## src/rtl/simd_exec_unit.sv

```systemverilog
// rtl/simd_exec_unit.sv - packed-SIMD execute/writeback stage with register file and forwarding
//
// Two-stage (EX, WB) lane-wise add/sub/mul/bitrev unit fed by decoded enables.
// Ports:
//   clk, rst                   clock (rising edge), asynchronous active-low reset
//   rs1_rd_en, rs2_rd_en       operand read enables (operand is 0 when low)
//   rd_wr_en                   write the result back to rd
//   add_en/sub_en/mul_en/bitrev_en  one-hot op select; none = bubble, several = error bubble
//   rs1, rs2, rd               register indices
//   dbg_addr, dbg_wr_en, dbg_wr_data, dbg_rd_data  debug access to the raw register array
//   result, result_rd, result_valid  WB-stage contents
//   op_err                     pulse aligned with WB for a multi-enable issue slot
//   retired_cnt                count of retired valid instructions (wraps)
module simd_exec_unit #(
  parameter int LANE_W    = 8,
  parameter int NUM_LANES = 4,
  parameter int NUM_REGS  = 32,
  parameter int CNT_W     = 16
) (
  input  logic                          clk,
  input  logic                          rst,
  input  logic                          rs1_rd_en,
  input  logic                          rs2_rd_en,
  input  logic                          rd_wr_en,
  input  logic                          add_en,
  input  logic                          sub_en,
  input  logic                          mul_en,
  input  logic                          bitrev_en,
  input  logic [4:0]                    rs1,
  input  logic [4:0]                    rs2,
  input  logic [4:0]                    rd,
  input  logic [4:0]                    dbg_addr,
  input  logic                          dbg_wr_en,
  input  logic [LANE_W*NUM_LANES-1:0]   dbg_wr_data,
  output logic [LANE_W*NUM_LANES-1:0]   dbg_rd_data,
  output logic [LANE_W*NUM_LANES-1:0]   result,
  output logic [4:0]                    result_rd,
  output logic                          result_valid,
  output logic                          op_err,
  output logic [CNT_W-1:0]              retired_cnt
);

  localparam int DATA_W = LANE_W * NUM_LANES;

  typedef enum logic [1:0] {
    OP_ADD    = 2'd0,
    OP_SUB    = 2'd1,
    OP_MUL    = 2'd2,
    OP_BITREV = 2'd3
  } op_t;

  logic [DATA_W-1:0] regfile [NUM_REGS];

  logic [3:0]        op_en;
  logic              issue_valid;
  logic              issue_err;
  op_t               issue_op;

  logic              ex_valid;
  logic              ex_err;
  logic              ex_wr;
  logic [4:0]        ex_rd;
  op_t               ex_op;
  logic [DATA_W-1:0] ex_a;
  logic [DATA_W-1:0] ex_b;
  logic [DATA_W-1:0] alu_out;

  logic              wb_wr;
  logic [DATA_W-1:0] opnd_a;
  logic [DATA_W-1:0] opnd_b;

  logic [LANE_W-1:0] la;
  logic [LANE_W-1:0] lb;
  logic [LANE_W-1:0] lr;

  assign op_en       = {bitrev_en, mul_en, sub_en, add_en};
  assign issue_valid = $onehot(op_en);
  assign issue_err   = (op_en != 4'd0) && !issue_valid;

  // Encoding only matters for valid (one-hot) slots.
  always_comb begin
    issue_op = OP_ADD;
    if (bitrev_en)    issue_op = OP_BITREV;
    else if (mul_en)  issue_op = OP_MUL;
    else if (sub_en)  issue_op = OP_SUB;
  end

  // Lane-wise ALU; each lane works only on its own slice, so no carry crosses a lane.
  always_comb begin
    alu_out = '0;
    la      = '0;
    lb      = '0;
    lr      = '0;
    for (int i = 0; i < NUM_LANES; i++) begin
      la = ex_a[i*LANE_W +: LANE_W];
      lb = ex_b[i*LANE_W +: LANE_W];
      case (ex_op)
        OP_ADD:    lr = la + lb;
        OP_SUB:    lr = la - lb;
        OP_MUL:    lr = la * lb;
        OP_BITREV: begin
          for (int j = 0; j < LANE_W; j++) lr[j] = la[LANE_W-1-j];
        end
        default:   lr = '0;
      endcase
      alu_out[i*LANE_W +: LANE_W] = lr;
    end
  end

  // Operand selection: r0 and disabled reads give 0; the younger EX result beats
  // the older WB result, which beats the register array.
  always_comb begin
    opnd_a = '0;
    if (rs1_rd_en && rs1 != 5'd0) begin
      if (ex_valid && ex_wr && ex_rd == rs1)                 opnd_a = alu_out;
      else if (result_valid && wb_wr && result_rd == rs1)    opnd_a = result;
      else                                                   opnd_a = regfile[rs1];
    end
  end

  always_comb begin
    opnd_b = '0;
    if (rs2_rd_en && rs2 != 5'd0) begin
      if (ex_valid && ex_wr && ex_rd == rs2)                 opnd_b = alu_out;
      else if (result_valid && wb_wr && result_rd == rs2)    opnd_b = result;
      else                                                   opnd_b = regfile[rs2];
    end
  end

  always_ff @(posedge clk or negedge rst) begin
    if (!rst) begin
      ex_valid     <= 1'b0;
      ex_err       <= 1'b0;
      ex_wr        <= 1'b0;
      ex_rd        <= 5'd0;
      ex_op        <= OP_ADD;
      ex_a         <= '0;
      ex_b         <= '0;
      result_valid <= 1'b0;
      wb_wr        <= 1'b0;
      result_rd    <= 5'd0;
      result       <= '0;
      op_err       <= 1'b0;
      retired_cnt  <= '0;
    end else begin
      ex_valid     <= issue_valid;
      ex_err       <= issue_err;
      ex_wr        <= rd_wr_en;
      ex_rd        <= rd;
      ex_op        <= issue_op;
      ex_a         <= opnd_a;
      ex_b         <= opnd_b;
      result_valid <= ex_valid;
      wb_wr        <= ex_valid && ex_wr;
      result_rd    <= ex_valid ? ex_rd : 5'd0;
      result       <= ex_valid ? alu_out : '0;
      op_err       <= ex_err;
      if (result_valid) retired_cnt <= retired_cnt + CNT_W'(1);
    end
  end

  // The pipeline write is issued last so it overrides a same-address debug write.
  always_ff @(posedge clk or negedge rst) begin
    if (!rst) begin
      for (int i = 0; i < NUM_REGS; i++) regfile[i] <= '0;
    end else begin
      if (dbg_wr_en && dbg_addr != 5'd0) regfile[dbg_addr] <= dbg_wr_data;
      if (result_valid && wb_wr && result_rd != 5'd0) regfile[result_rd] <= result;
    end
  end

  assign dbg_rd_data = regfile[dbg_addr];

endmodule
```

## config.mk

```make
export PLATFORM = sky130hd
export DESIGN_NAME = simd_exec_unit
export DESIGN_NICKNAME = d
export VERILOG_FILES = /design/src/rtl/simd_exec_unit.sv
export SDC_FILE = /design/constraint.sdc
export NUM_CORES = 2
export LEC_CHECK = 0
export BUFFER_PORTS_ARGS = -buffer_cell sky130_fd_sc_hd__buf_2
export CAP_MARGIN = 20
export CORE_MARGIN = 4
export CORE_UTILIZATION = 30
export DETAILED_ROUTE_END_ITERATION = 10
export SLEW_MARGIN = 20
export SYNTH_ARGS = -nofsm -noshare
export SYNTH_HDL_FRONTEND = slang
export SYNTH_SLANG_ARGS = --single-unit
```

## constraint.sdc

```tcl
create_clock -name clk -period 5.5 [get_ports clk]
set_input_delay 0.275 -clock clk [delete_from_list [all_inputs] [get_ports clk]]
set_output_delay 0.275 -clock clk [all_outputs]
set_load 0.1 [all_outputs]
```

==> results.yml <==
run_status:
  outcome: "finished, final reports clean"
yosys:
  synth_compound_area_frac: 0.117
  syn_area_mm2: 0.0817
  ys.warnings.count: 0
  ys_ff_latch: 1154
  netlist_top_cells_area: "dfrtp_1 35%, mux4_2 19%, mux2i_1 16%"
  synth_top_area_cell: "dfrtp_1"
  syn_nets: 7883
  ys_seq_area_frac: 0.354
  yosys.area_share.simple: 0.0780
  yosysUniqueCellTypes: 58
  synthCells: 7664
  synth_top_flop_cell: "dfrtp_1"
  synth-edff-count: 0
  synth.area.mux_share: 0.353
  synth_top_family_by_area: "multiplexers"
  synth_xor_area_frac: 0.0166
  syn_avg_cell_area_um2: 10.7
  synthAdderAreaFrac: 0.0289
  synth_top_area_share: 0.354
  async_reset_ff_frac: 1.00
cells_and_area:
  multi_input_area_mm2: 0.0491
  final_common_cell: "mux2i_1"
  fill_cells: 26700
  layout_common_cells: "1,280 x mux2i_1, 1,142 x dfrtp_1, 704 x mux4_2, 615 x nand2_1, 599 x nor2_1"
  fin_util: 0.335
  syn_to_final_growth_pct: 11.2
  fin_cells: 11000
  drive_above_1_share: 0.189
  nets: 7489
  seqCellArea_mm2: 0.0289
clocking:
  postCtsResizedCells: 0
  cts_max_level: 4
  worstSkewPairLatency_ns: 0.83
  root_buffer: "clkbuf_16"
  path_clk_slew_ns: 0.06
  numCtsBuffers: 138
  cts_tree: "built"
  cts_buffer_depth: 3
  cts_hold_buffers: 11
  clock_sinks: 1154
  post-cts-setup-buffers: 0
setup_path:
  critical_path.endpoint: "ex_b[31]$_DFF_PN0_"
  cp_data_arrival_time_ns: 5.12
  criticalPathCategory: "reg2reg"
  rr_worst_depth: 14
  ff2ff_setup_slack_ns: 1.0
  rr_startpoint: "ex_b[26]$_DFF_PN0_"
  critPathSlowestCell: "dfrtp_1"
  cpMostUsedCell: "fa_1"
  cp_cell_sequence: "nand2_1 > fa_1 > fa_1 > inv_1 > fa_1 > inv_1 > fa_1 > xor2_1 > xnor3_1 > xnor3_1 > xnor3_1 > o211ai_1 > o21a_1 > o221ai_1"
  path_depth: 14
  crit_fanout: 11
  cp_slowest_stage_delay_ns: 0.57
  crit_path_start_kind: "register"
  cp_top_family: "adder cells"
  r2r-end: "ex_b[31]$_DFF_PN0_"
  cp-startpoint: "ex_b[26]$_DFF_PN0_"
  crit_required_ns: 6.12
  crit_buf_inv: 2
  end_kind: "register"
run:
  maxCapViolCount: 0
placed_design:
  placed_cells: 10700
  gp_congestion: 0.913
  place_ws_ns: 1.06
  io_buffer_count: 148
  hpwl_um: 209000
routing:
  wl_per_cell_um: 31.6
  num_vias: 68300
  drc: 0
  ant_nets: 0
  firstDrtPassIters: 8
  drt_iter0_markers: 10300
  wl_um: 346000
  vias_per_cell: 6.24
die:
  design.die.area_mm2: 0.281
  initial_core_util: 0.302
  top_level_ports: 149
  die_w_um: 530
  core-area_mm2: 0.271
  die_h_um: 530
  rows: 191
grt:
  antenna_found_initial: 49
  grt.total_usage: 0.239
  grt_pass1_vias: 66200
  grt_pass1_wl_um: 491000
  grt.overflow.total: 0
  grt_max_degree: 163
pwr:
  total_leakage_power_nw: 35.3
  powerDensity_mw_per_mm2: 347
  irDropWorstVdd_v: 0.000594
timing:
  max_slew_margin: 0.126
  min_period_ns: 4.50
  fin_worst_skew_ns: 0.0578
  setup_ws_ns: 1.00
  setup_viol: 0
  rsz0062_at_grt: "false"
  period_share: 0.818
  max_freq_ghz: 0.222
  worst_slew_pin_slew_ns: 1.27
  setup_tns_ns: 0
  finalMaxSlewViolations: 0
  hold_violations: 0
hold_path:
  hold_class: "in2reg"
  min_path_cells: 4
[cells by family after synthesis]
| logic type | after synthesis |
|---|---|
| multiplexers | 1997 |
| adder cells (fa/ha/maj) | 157 |
| buffers and inverters | 1062 |
| XOR/XNOR | 141 |
| AND/OR/NAND/NOR | 1529 |
| AO/OA/AOI/OAI | 1624 |
| flip-flops | 1154 |
[how the worst min path moves through the flow]
stage | startpoint | end
after detailed placement | ex_err$_DFF_PN0_ | op_err$_DFF_PN0_
final | add_en | ex_err$_DFF_PN0_
after CTS | dbg_wr_data[29] | regfile[381]$_DFF_PN0_
after global placement | ex_err$_DFF_PN0_ | op_err$_DFF_PN0_
after floorplan | rst | ex_a[0]$_DFF_PN0_
after global routing | dbg_wr_data[29] | regfile[381]$_DFF_PN0_
[worst reg2reg max path, stage by stage, from the launching register on]
cell      delay, ns
dfrtp_1        0.57
nand2_1        0.15
fa_1           0.45
fa_1           0.49
inv_1          0.06
fa_1           0.54
inv_1          0.05
fa_1           0.37
xor2_1         0.19
xnor3_1        0.33
xnor3_1        0.38
xnor3_1        0.21
o211ai_1       0.19
o21a_1         0.20
o221ai_1       0.12
[power breakdown]
part           internal [mW]  leakage, nW  switching, mW
Sequential              10.3         12.5           2.08
Combinational           4.33         20.6           5.10
Clock                   5.70         2.31           4.06
[layer usage]
metal	part of all wire	routed length, µm	global-route usage	up-vias
li1	-	-	-	27600
met1	0.37	129000	0.304	34200
met2	0.42	146000	0.345	5228
met3	0.14	47600	0.0918	1326
met4	0.069	23800	0.140	14
met5	0.0012	426	0.00872	-
[cells in the mapped netlist, types with 5 or more instances]
cell,n
o221ai_1,181
buf_2,167
a22oi_1,128
nand3b_1,5
nand2_1,642
xnor3_1,9
a211oi_1,7
ha_1,104
inv_1,165
mux4_2,704
nor3_1,16
a31oi_1,15
nor3b_1,5
xor2_1,37
o211ai_1,13
dfrtp_1,1154
xnor2_1,95
mux2i_1,1280
a311o_1,23
nand4_1,37
buf_4,16
nand2b_1,10
nor2b_1,5
or3_1,5
and2_1,81
a31o_2,7
buf_1,82
mux2_2,13
a32oi_1,23
o21ai_1,60
nand3_1,28
nor2_1,636
clkbuf_1,628
fa_1,53
and3_1,39
o21ai_0,519
o22ai_1,63
a21oi_1,555
a21o_1,12
[state kept, by name, indices dropped and copies added (netlist names)]
name	count
regfile	1024
ex_a	32
ex_b	32
result	32
retired_cnt	16
ex_rd	5
result_rd	5
ex_op	2
ex_err	1
ex_valid	1
ex_wr	1
op_err	1
result_valid	1
wb_wr	1
[stage by stage]
step / cell area (µm²) / power [mW] / hold slack, ns
2_1_floorplan: 81700 / 18.7 / -0.0206
3_3_place_gp: 85800 / 21.2 / 0.354
3_5_place_dp: 85800 / 21.6 / 0.350
4_1_cts: 90600 / 31.4 / 0.0228
5_1_grt: 90700 / 32.8 / 0.0691
6_report: 90800 / 31.5 / 0.0645
[layout make-up]
class / count / area share
clock buffers: 199 / 0.0446
clock inverters: 43 / 0.00721
diodes: 18 / 0.000496
multi-input cells: 5448 / 0.540
well taps: 3570 / 0.0492
repair buffers: 362 / 0.0328
inverters: 166 / 0.00689
flip-flops and latches: 1154 / 0.318
No activity file was read; power rests on OpenSTA's default activity.
